===== src/rtl/nlp16_pkg.sv =====
// Shared definitions for the nlp16 front end (fetch and decode).
package nlp16_pkg;

    localparam int WORD_W  = 16;
    localparam int EXT_BIT = 15;

    typedef enum logic [1:0] {
        S_FETCH1,
        S_FETCH2,
        S_ISSUE
    } fetch_state_t;

    // An instruction carries an extension word when its top bit is set.
    function automatic logic is_two_word(input logic [WORD_W-1:0] ir);
        return ir[EXT_BIT];
    endfunction

endpackage


===== src/rtl/instruction_fetch.sv =====
// Fetch unit: owns the pc, assembles 1/2-word instructions and holds them
// until the decoder accepts; execute-stage redirects override everything.
module instruction_fetch
    import nlp16_pkg::*;
#(
    parameter logic [WORD_W-1:0] RESET_PC = 16'h0000
) (
    input  logic              i_clk,
    input  logic              i_rst,
    output logic [WORD_W-1:0] o_mem_addr,
    output logic              o_mem_rd,
    input  logic [WORD_W-1:0] i_mem_data,
    input  logic              i_mem_valid,
    output logic [WORD_W-1:0] o_ir1,
    output logic [WORD_W-1:0] o_ir2,
    output logic [WORD_W-1:0] o_pc,
    output logic              o_valid,
    input  logic              i_ready,
    input  logic              i_jump,
    input  logic [WORD_W-1:0] i_jump_addr
);

    fetch_state_t      state_q, state_d;
    logic [WORD_W-1:0] pc_q, pc_d;
    logic [WORD_W-1:0] ir1_q, ir1_d;
    logic [WORD_W-1:0] ir2_q, ir2_d;
    logic [WORD_W-1:0] ipc_q, ipc_d;
    logic              started_q;
    logic              mem_rd;
    logic              xfer;

    // started_q keeps the read request low for the first cycle out of reset,
    // so every output stays a pure function of registers.
    assign mem_rd = started_q && (state_q != S_ISSUE);
    assign xfer   = mem_rd && i_mem_valid;

    always_comb begin
        state_d = state_q;
        pc_d    = pc_q;
        ir1_d   = ir1_q;
        ir2_d   = ir2_q;
        ipc_d   = ipc_q;
        if (i_jump) begin
            pc_d    = i_jump_addr;
            state_d = S_FETCH1;
        end else begin
            unique case (state_q)
                S_FETCH1: begin
                    if (xfer) begin
                        ir1_d = i_mem_data;
                        ipc_d = pc_q;
                        pc_d  = pc_q + 16'd1;
                        if (is_two_word(i_mem_data)) begin
                            state_d = S_FETCH2;
                        end else begin
                            ir2_d   = '0;
                            state_d = S_ISSUE;
                        end
                    end
                end
                S_FETCH2: begin
                    if (xfer) begin
                        ir2_d   = i_mem_data;
                        pc_d    = pc_q + 16'd1;
                        state_d = S_ISSUE;
                    end
                end
                S_ISSUE: begin
                    if (i_ready) state_d = S_FETCH1;
                end
                default: state_d = S_FETCH1;
            endcase
        end
    end

    always_ff @(posedge i_clk) begin
        if (i_rst) begin
            state_q   <= S_FETCH1;
            pc_q      <= RESET_PC;
            ir1_q     <= '0;
            ir2_q     <= '0;
            ipc_q     <= RESET_PC;
            started_q <= 1'b0;
        end else begin
            state_q   <= state_d;
            pc_q      <= pc_d;
            ir1_q     <= ir1_d;
            ir2_q     <= ir2_d;
            ipc_q     <= ipc_d;
            started_q <= 1'b1;
        end
    end

    assign o_mem_addr = pc_q;
    assign o_mem_rd   = mem_rd;
    assign o_ir1      = ir1_q;
    assign o_ir2      = ir2_q;
    assign o_pc       = ipc_q;
    assign o_valid    = (state_q == S_ISSUE);

endmodule


===== config.mk =====
export PLATFORM = sky130hd
export DESIGN_NAME = instruction_fetch
export DESIGN_NICKNAME = d
export VERILOG_FILES = /design/src/rtl/nlp16_pkg.sv /design/src/rtl/instruction_fetch.sv
export SDC_FILE = /design/constraint.sdc
export NUM_CORES = 1
export LEC_CHECK = 0
export ABC_AREA = 1
export BUFFER_PORTS_ARGS = -buffer_cell sky130_fd_sc_hd__buf_4
export CAP_MARGIN = 0
export CORE_MARGIN = 5
export CORE_UTILIZATION = 50
export DETAILED_ROUTE_END_ITERATION = 10
export PLACE_DENSITY = 0.88
export SYNTH_ARGS = -nofsm -noshare
export SYNTH_HDL_FRONTEND = slang
export SYNTH_SLANG_ARGS = --single-unit

===== constraint.sdc =====
create_clock -name i_clk -period 1.9 [get_ports i_clk]
set_clock_uncertainty 0.15 [all_clocks]
set_input_delay 0.38 -clock i_clk [delete_from_list [all_inputs] [get_ports i_clk]]
set_output_delay 0.38 -clock i_clk [all_outputs]
set_load 0.05 [all_outputs]

==> impl_metrics.py, run 1 <==
metrics = {
    "run_status": {
        "status": "finished, final reports clean",
    },
    "critical_path": {
        "r2r_end": "o_mem_addr[14]$_SDFFE_PP0P_",
        "crit_family": "flip-flops",
        "timing.rr.start": "o_mem_addr[1]$_SDFFE_PP0P_",
        "cp.arrival_ns": 1.19,
        "path_cells": "inv_1, nor2_2, nor2_1, buf_4",
        "crit_fanout": 3,
        "start_kind": "register",
        "crit_slowest_cell": "dfxtp_2",
        "cp-end-kind": "primary output",
        "required_ns": 1.37,
        "worst-r2r-cell-count": 10,
        "max_stage_delay_ns": 0.39,
        "timing.critical_path.buf_inv": 2,
        "worstSetupPathType": "reg2out",
        "r2r_slack_ns": 0.23,
    },
    "cells_and_area": {
        "fin_util": 0.682,
        "syn2layout_area_growth_pct": 33.0,
        "antenna_cells": 0,
        "seq_area_mm2": 0.00135,
        "multi_input_area_mm2": 0.00145,
        "fin_nets": 540,
        "layout_common_cells": "buf_4 (109), nand2_1 (86), dfxtp_1 (64), a21oi_1 (51), nand3_1 (40)",
        "drive_gt1_frac": 0.316,
        "final_common_cell": "buf_4",
        "n_fill_cell": 505,
    },
    "floorplanning": {
        "die_area_mm2": 0.00773,
        "coreArea_mm2": 0.00592,
        "rows": 28,
        "io_pins": 103,
        "start_util": 0.513,
        "fp.dieW_um": 87.9,
        "die_h_um": 87.9,
    },
    "clock_network": {
        "cts_resized": 0,
        "clkSinkCount": 67,
        "insertion_delay_ns": 0.35,
        "hold_buffers": 0,
        "cts_tree": "built",
        "cts_max_path_buffers": 2,
        "h-tree-depth": 3,
        "cts_post_setup_buffers_inserted": 0,
        "cts_buffers": 9,
        "clk_pin_slew_worst_paths_ns": 0.08,
        "root_buffer": "clkbuf_8",
    },
    "route": {
        "dr_total_vias": 3119,
        "drc": 0,
        "routed_wl_mm": 8.64,
        "dr.pass1.iters": 6,
        "drtIter0Drc": 236,
        "wl_per_cell_um": 14.8,
        "detail-route-antenna-nets": 0,
        "vias_per_cell": 5.36,
    },
    "grt": {
        "grt_pass1_wl_mm": 14.0,
        "grt.total_usage": 0.234,
        "antenna_found_initial": 0,
        "grt_max_degree": 48,
        "grt_pass1_vias": 2995,
        "gr-total-overflow": 0,
    },
    "synth": {
        "netlist.area_leader.share": 0.442,
        "synth.area.mux_share": 0,
        "ys_seq_elements": 67,
        "syn_nets": 441,
        "synth_warnings": 0,
        "synth_compound_area_frac": 0.165,
        "synth_top_area_cell": "dfxtp_1",
        "synth-seq-area-share": 0.442,
        "synth.avg_cell_area_um2": 7.54,
        "synth_fa_ha_area_frac": 0.00412,
        "synth_top_family_by_area": "simple AND/OR/NAND/NOR gates",
        "synth_area_mm2": 0.00304,
        "netlist_instances": 403,
        "ys_top_cells_by_area": "dfxtp_1 (44%), nand2_1 (11%), a21oi_1 (8.4%), nand3_1 (6.6%), nor2_1 (4.7%)",
        "synth-xor-area-share": 0.0115,
        "synth-simple-area-share": 0.296,
        "synth_cell_types": 30,
    },
    "place": {
        "dp_hpwl_mm": 6.22,
        "place_ws_ns": 0.0738,
        "place.gp.congestion": 0.858,
        "portBuffers": 102,
    },
    "pwr": {
        "clkPwrFrac": 0.363,
        "power_leakage_nw": 1.72,
        "seq_power_share": 0.469,
        "irDropWorstVdd_mv": 0.590,
        "cell_internal_pwr_mw": 2.24,
        "power.total_mw": 3.23,
        "power_density_mw_per_mm2": 799,
        "sw_frac_of_total": 0.305,
        "p_sw_mw": 0.985,
        "combinationalPowerShare": 0.168,
    },
    "worst_hold_path": {
        "hold_class": "in2reg",
        "whs_path_depth": 3,
        "hold_start": "i_mem_data[4]",
        "holdPathEnd": "o_ir2[4]$_SDFFE_PP0P_",
    },
    "timing": {
        "finalWorstSetupSlack_ns": 0.183,
        "setup_violations": 0,
        "slew_headroom": 0.624,
        "hold_violations": 0,
        "tightest_slew_ns": 0.564,
        "min_period_ns": 1.72,
        "finalCritPeriodShare": 0.904,
        "slew_violations": 0,
        "fmax_ghz": 0.582,
        "grt_setup_unrepaired": "no",
        "setup_tns_ns": 0,
    },
    "flow_run": {
        "drv_cap": 0,
    },
}
-- sequential cells by signal (all words and copies together), names as in the netlist --
register	count
state_q	2
o_pc	16
o_ir2	16
o_ir1	16
started_q	1
o_mem_addr	16
-- power groups by stage --
stage	clock, mW	combinational, mW	sequential, mW
after floorplan	0	0.182	1.70
after global placement	0	0.532	1.54
after detailed placement	0	0.540	1.54
after CTS	1.19	0.542	1.51
after global routing	1.26	0.579	1.52
final	1.17	0.541	1.51
-- worst min-delay path, cell delays in order --
cell	delay (ns)
buf_4	0.09
a21oi_1	0.05
nor2_1	0.07
-- metrics by stage --
step,instance area [um^2],hold WS [ns],cells
6_report,4040,0.126,582
5_1_grt,4040,0.138,582
2_1_floorplan,3040,0.368,403
3_5_place_dp,3840,0.305,566
3_3_place_gp,3840,0.300,566
4_1_cts,4030,0.115,582
-- cells in the mapped netlist --
cell	count
clkbuf_1	11
buf_2	6
o221ai_1	2
nand3b_1	1
nand2_4	1
nor3_1	2
buf_12	2
nand3_1	40
inv_1	26
nand3_2	10
nand2_1	86
nand2_2	2
inv_2	3
xnor2_1	1
o21ai_0	21
a31oi_1	2
dfxtp_1	67
nor2_4	3
nor2_8	1
xor2_1	3
nor2_1	38
nand4_1	5
buf_4	3
inv_4	1
a21oi_1	51
and2_1	1
a21oi_2	10
ha_1	1
a21boi_0	1
a211oi_1	2
-- cell type report --
| cell class | instances | area share |
|---|---|---|
| Multi-Input combinational cell | 284 | 0.360 |
| Sequential cell | 67 | 0.333 |
| Timing Repair Buffer | 110 | 0.207 |
| Clock buffer | 10 | 0.0316 |
| Inverter | 30 | 0.0285 |
| Tap cell | 75 | 0.0232 |
| Clock inverter | 6 | 0.0164 |
-- cells by family (layout without fill, tap and decap cells) --
family | Yosys count | after routing
AO/OA/AOI/OAI | 89 | 89
flip-flops | 67 | 67
buffers and inverters | 52 | 156
adder cells (fa/ha/maj) | 1 | 1
XOR/XNOR | 4 | 4
AND/OR/NAND/NOR | 190 | 190
-- per-layer routing --
layer | part of all wire | vias to the layer above | wire length [um] | global-route usage
li1 | - | 1529 | - | -
met1 | 0.38 | 1410 | 3290 | 0.275
met2 | 0.49 | 162 | 4220 | 0.392
met3 | 0.11 | 18 | 971 | 0.0818
met4 | 0.018 | 0 | 153 | 0.0879
met5 | 0 | - | 0 | 0
-- how the worst max path moves through the flow --
stage / startpoint / to / slack (ns) / cells past startpoint
after floorplan: state_q[1]$_SDFFE_PP0P_ / o_mem_rd / 0.02 / 3
after global placement: i_mem_valid / o_pc[3]$_SDFFE_PP0P_ / 0.13 / 8
after detailed placement: i_mem_valid / o_pc[1]$_SDFFE_PP0P_ / 0.07 / 8
after CTS: state_q[1]$_SDFFE_PP0P_ / o_mem_rd / 0.09 / 4
after global routing: o_mem_addr[1]$_SDFFE_PP0P_ / o_mem_addr[8]$_SDFFE_PP0P_ / 0.09 / 9
final: state_q[1]$_SDFFE_PP0P_ / o_mem_rd / 0.18 / 4
Note: power is estimated with default switching activity, not from simulation.
==> run 2: changes to the inputs <==
Settings changed: CORE_UTILIZATION 50 to 54, PLACE_DENSITY 0.88 to 0.93.
Clock period 1.9 ns to 2 ns, I/O delays scaled along.
==> run 2 against run 1 <==
Effect of this change: largest cell class unchanged; setup slack worse by 0.058 ns; clock-buffer cell count down 1; via count up 4.1%; die area down 6.6%; critical path depth up 3; power down 0.42%; worst hold slack better by 0.024 ns; sequential power down 5%; critical path type is now reg2reg; sequential cell count unchanged; register-to-register slack worse by 0.11 ns.
==> impl_metrics.py, run 2 (synthesis gave the netlist of run 1 again) <==
metrics = {
    "floorplanning": {
        "io_pins": 103,
        "fp.dieW_um": 85.0,
        "die_area_mm2": 0.00722,
        "coreArea_mm2": 0.00547,
        "rows": 27,
        "die_h_um": 85.0,
        "start_util": 0.555,
    },
    "clock_network": {
        "cts_buffers": 9,
        "h-tree-depth": 3,
        "hold_buffers": 0,
        "insertion_delay_ns": 0.35,
        "cts_resized": 0,
        "clkSinkCount": 67,
        "cts_post_setup_buffers_inserted": 0,
        "root_buffer": "clkbuf_8",
        "clk_pin_slew_worst_paths_ns": 0.08,
        "cts_tree": "built",
        "cts_max_path_buffers": 2,
    },
    "pwr": {
        "seq_power_share": 0.447,
        "cell_internal_pwr_mw": 2.26,
        "power.total_mw": 3.21,
        "power_leakage_nw": 1.74,
        "sw_frac_of_total": 0.296,
        "p_sw_mw": 0.951,
        "irDropWorstVdd_mv": 0.659,
        "power_density_mw_per_mm2": 793,
        "clkPwrFrac": 0.391,
        "combinationalPowerShare": 0.162,
    },
    "critical_path": {
        "crit_end": "o_pc[14]$_SDFFE_PP0P_",
        "start_kind": "register",
        "cp-end-kind": "register",
        "crit_path_start": "started_q$_DFF_P_",
        "worstSetupPathType": "reg2reg",
        "required_ns": 2.07,
        "r2r_end": "o_pc[14]$_SDFFE_PP0P_",
        "r2r_slack_ns": 0.12,
        "cp.arrival_ns": 1.95,
        "timing.rr.start": "started_q$_DFF_P_",
        "crit_fanout": 32,
        "worst-r2r-cell-count": 7,
    },
    "grt": {
        "grt_max_degree": 33,
        "grt_pass1_vias": 3185,
        "grt.total_usage": 0.256,
        "gr-total-overflow": 0,
        "grt_pass1_wl_mm": 14.9,
        "antenna_found_initial": 0,
    },
    "timing": {
        "min_period_ns": 1.88,
        "hold_violations": 0,
        "fmax_ghz": 0.533,
        "tightest_slew_ns": 0.589,
        "grt_setup_unrepaired": "no",
        "slew_violations": 0,
        "holdWs_ns": 0.150,
        "slew_headroom": 0.606,
        "setup_tns_ns": 0,
        "finalCritPeriodShare": 0.938,
        "setup_violations": 0,
    },
    "cells_and_area": {
        "fin_nets": 541,
        "final_common_cell": "buf_4",
        "syn2layout_area_growth_pct": 33.5,
        "fin_util": 0.741,
        "drive_gt1_frac": 0.313,
        "final_area_mm2": 0.00405,
        "layout_common_cells": "buf_4 (111), nand2_1 (86), dfxtp_1 (67), a21oi_1 (51), nand3_1 (40)",
        "antenna_cells": 0,
    },
    "route": {
        "wl_per_cell_um": 15.8,
        "dr.pass1.iters": 5,
        "drtIter0Drc": 259,
        "detail-route-antenna-nets": 0,
        "drc": 0,
        "dr_total_vias": 3246,
        "routed_wl_mm": 9.19,
        "vias_per_cell": 5.60,
    },
    "place": {
        "placed_cell_area_mm2": 0.00383,
        "portBuffers": 102,
        "place.gp.congestion": 0.923,
        "dp_hpwl_mm": 6.58,
    },
    "worst_hold_path": {
        "hold_class": "in2reg",
    },
    "flow_run": {
        "drv_cap": 0,
    },
    "run_status": {
        "status": "finished, final reports clean",
    },
}
run 2: per-layer routing:
layer | GRT usage | vias to the layer above | part of all wire
met5 | 0 | - | 0
met4 | 0.131 | 0 | 0.028
met3 | 0.0709 | 27 | 0.099
met2 | 0.443 | 183 | 0.50
met1 | 0.285 | 1499 | 0.37
li1 | - | 1537 | -
run 2: layout make-up:
class | count | area (um^2)
Multi-Input combinational cell | 284 | 1450
Fill cell | 411 | 1420
Sequential cell | 67 | 1340
Timing Repair Buffer | 111 | 833
Clock buffer | 9 | 124
Inverter | 30 | 115
Clock inverter | 7 | 100
Tap cell | 72 | 90.1
run 2: worst min path at each step:
stage	depth (start not counted)	end	from
after floorplan	2	state_q[1]$_SDFFE_PP0P_	started_q$_DFF_P_
after global placement	2	o_ir1[9]$_SDFFE_PP0P_	o_ir1[9]$_SDFFE_PP0P_
after detailed placement	2	o_ir1[2]$_SDFFE_PP0P_	o_ir1[2]$_SDFFE_PP0P_
after CTS	3	o_ir2[8]$_SDFFE_PP0P_	i_mem_data[8]
after global routing	3	o_ir2[4]$_SDFFE_PP0P_	i_mem_data[4]
final	3	o_ir2[8]$_SDFFE_PP0P_	i_mem_data[8]
run 2: power groups by stage:
stage / sequential [mW] / combinational, mW / clock (mW)
finish: 1.44 / 0.520 / 1.26
global route: 1.44 / 0.555 / 1.33
CTS: 1.43 / 0.519 / 1.27
detailed placement: 1.46 / 0.516 / 0
global placement: 1.46 / 0.504 / 0
floorplan: 1.62 / 0.173 / 0
run 2: stage by stage:
step | instances | setup WS, ns
2_1_floorplan | 403 | 0.0390
3_3_place_gp | 564 | 0.127
3_5_place_dp | 564 | 0.00734
4_1_cts | 580 | 0.130
5_1_grt | 580 | 0.000840
6_report | 580 | 0.125
run 2: critical path, cell delays in order (launching register included):
cell and delay [ns]:
dfxtp_1 0.36, nand2_2 0.11, nor2_8 0.18, nand2_4 0.12
inv_4 0.16, nand2_2 0.37, nand2_1 0.21, a21oi_1 0.09
==> run 3: changes to the inputs <==
Settings changed: CORE_UTILIZATION 54 to 50, PLACE_DENSITY 0.93 to 0.88, TNS_END_PERCENT set to 30.
Clock period 2 ns to 2.12 ns, I/O delays scaled along.
==> run 3 against run 2 <==
Effect of this change: routed wire length down 3.2%; cell count shrank 0.17%; critical path depth unchanged; non-clock buffer count down 4; maximum frequency down 1.7%; largest cell class unchanged.
==> impl_metrics.py, run 3 (synthesis gave the netlist of run 1 again) <==
metrics = {
    "timing": {
        "hold_violations": 0,
        "setup_violations": 0,
        "holdWs_ns": 0.172,
        "tightest_slew_ns": 0.566,
        "grt_setup_unrepaired": "no",
        "fmax_ghz": 0.524,
        "slew_violations": 0,
        "min_period_ns": 1.91,
        "slew_headroom": 0.621,
        "setup_tns_ns": 0,
        "finalCritPeriodShare": 0.900,
        "finalWorstSetupSlack_ns": 0.212,
    },
    "clock_network": {
        "insertion_delay_ns": 0.34,
        "cts_post_setup_buffers_inserted": 0,
        "cts_buffers": 9,
        "clk_pin_slew_worst_paths_ns": 0.08,
        "root_buffer": "clkbuf_8",
        "cts_resized": 0,
        "cts_max_path_buffers": 2,
        "clkSinkCount": 67,
        "h-tree-depth": 3,
        "cts_tree": "built",
        "hold_buffers": 0,
    },
    "pwr": {
        "power_leakage_nw": 1.72,
        "irDropWorstVdd_mv": 0.525,
        "power_density_mw_per_mm2": 771,
    },
    "cells_and_area": {
        "seq_area_mm2": 0.00134,
        "layout_common_cells": "buf_4 (107), nand2_1 (86), dfxtp_1 (67), a21oi_1 (51), nand3_1 (40)",
        "antenna_cells": 0,
        "multi_input_area_mm2": 0.00145,
        "n_fill_cell": 507,
        "fin_util": 0.683,
        "drive_gt1_frac": 0.306,
        "layout.cells.non_filler": 579,
        "fin_nets": 537,
        "syn2layout_area_growth_pct": 33.2,
        "final_common_cell": "buf_4",
    },
    "critical_path": {
        "cp.arrival_ns": 1.96,
        "crit_slowest_cell": "nand2_2",
        "required_ns": 2.17,
        "crit_top_cell": "nand2_2",
        "start_kind": "register",
        "r2r_slack_ns": 0.21,
        "cp-end-kind": "register",
        "crit_fanout": 32,
        "worstSetupPathType": "reg2reg",
        "path_cells": "nand2_2, nor2_8, nand2_4, inv_4, nand2_2, nand2_1, a21oi_1",
        "max_stage_delay_ns": 0.37,
    },
    "floorplanning": {
        "die_h_um": 87.9,
        "start_util": 0.513,
        "rows": 28,
        "die_area_mm2": 0.00773,
        "fp.dieW_um": 87.9,
        "coreArea_mm2": 0.00592,
        "io_pins": 103,
    },
    "worst_hold_path": {
        "hold_class": "in2reg",
    },
    "place": {
        "dp.cells": 563,
        "place.gp.congestion": 0.898,
        "place_ws_ns": 0.0313,
        "dp_hpwl_mm": 6.43,
        "portBuffers": 102,
    },
    "route": {
        "dr_total_vias": 3156,
        "wl_per_cell_um": 15.4,
        "routed_wl_mm": 8.89,
        "drc": 0,
        "drtIter0Drc": 162,
        "dr.pass1.iters": 4,
        "detail-route-antenna-nets": 0,
        "vias_per_cell": 5.45,
    },
    "grt": {
        "gr-total-overflow": 0,
        "grt.total_usage": 0.236,
        "antenna_found_initial": 0,
        "grt_max_degree": 48,
        "grt_pass1_vias": 3127,
        "grt_pass1_wl_mm": 14.3,
    },
    "flow_run": {
        "drv_cap": 0,
    },
    "run_status": {
        "status": "finished, final reports clean",
    },
}
run 3: cell types whose count changed in the layout (fill, tap and decap cells not counted), sizes merged:
cell      delta
clkinv       -3
inv          -1
clkbuf       +1
clkinvlp     +2
buf          -4
bufinv       +1
run 3: area by class of cell:
| type | instances | share of cell area |
|---|---|---|
| multi-input combinational | 284 | 0.358 |
| clock buffer | 10 | 0.0316 |
| inverter | 30 | 0.0285 |
| timing repair buffer | 107 | 0.199 |
| clock inverter | 6 | 0.0282 |
| sequential | 67 | 0.332 |
| tap | 75 | 0.0232 |
run 3: per-layer routing:
layer | wire (um) | vias to the layer above | GRT usage
li1 | - | 1525 | -
met1 | 3360 | 1446 | 0.274
met2 | 4280 | 153 | 0.380
met3 | 951 | 32 | 0.0997
met4 | 300 | 0 | 0.103
met5 | 0 | - | 0
run 3: stage by stage:
step	total power [mW]	cell area, um^2
detailed placement	1.86	3800
global route	3.23	4040
finish	3.12	4040
global placement	1.85	3800
CTS	3.12	4040
floorplan	1.69	3040
run 3: worst paths after layout:
path	start	end	cells past startpoint
worst min-delay path	i_mem_data[7]	o_ir2[7]$_SDFFE_PP0P_	3
worst max register to register	started_q$_DFF_P_	o_pc[14]$_SDFFE_PP0P_	7
worst max-delay path	started_q$_DFF_P_	o_pc[14]$_SDFFE_PP0P_	7
worst min register to register	o_ir2[11]$_SDFFE_PP0P_	o_ir2[11]$_SDFFE_PP0P_	2
run 3: where the power goes:
part	internal, mW	switching, mW	total (mW)
combinational	0.155	0.320	0.475
clock	0.783	0.498	1.28
sequential	1.30	0.0557	1.36
run 3: worst max-delay path: cells and delay by family, from the launching register on:
| kind | cells | cell delay (ns) |
|---|---|---|
| AO/OA/AOI/OAI | 1 | 0.09 |
| buffers and inverters | 1 | 0.17 |
| flip-flops | 1 | 0.36 |
| AND/OR/NAND/NOR | 5 | 0.98 |
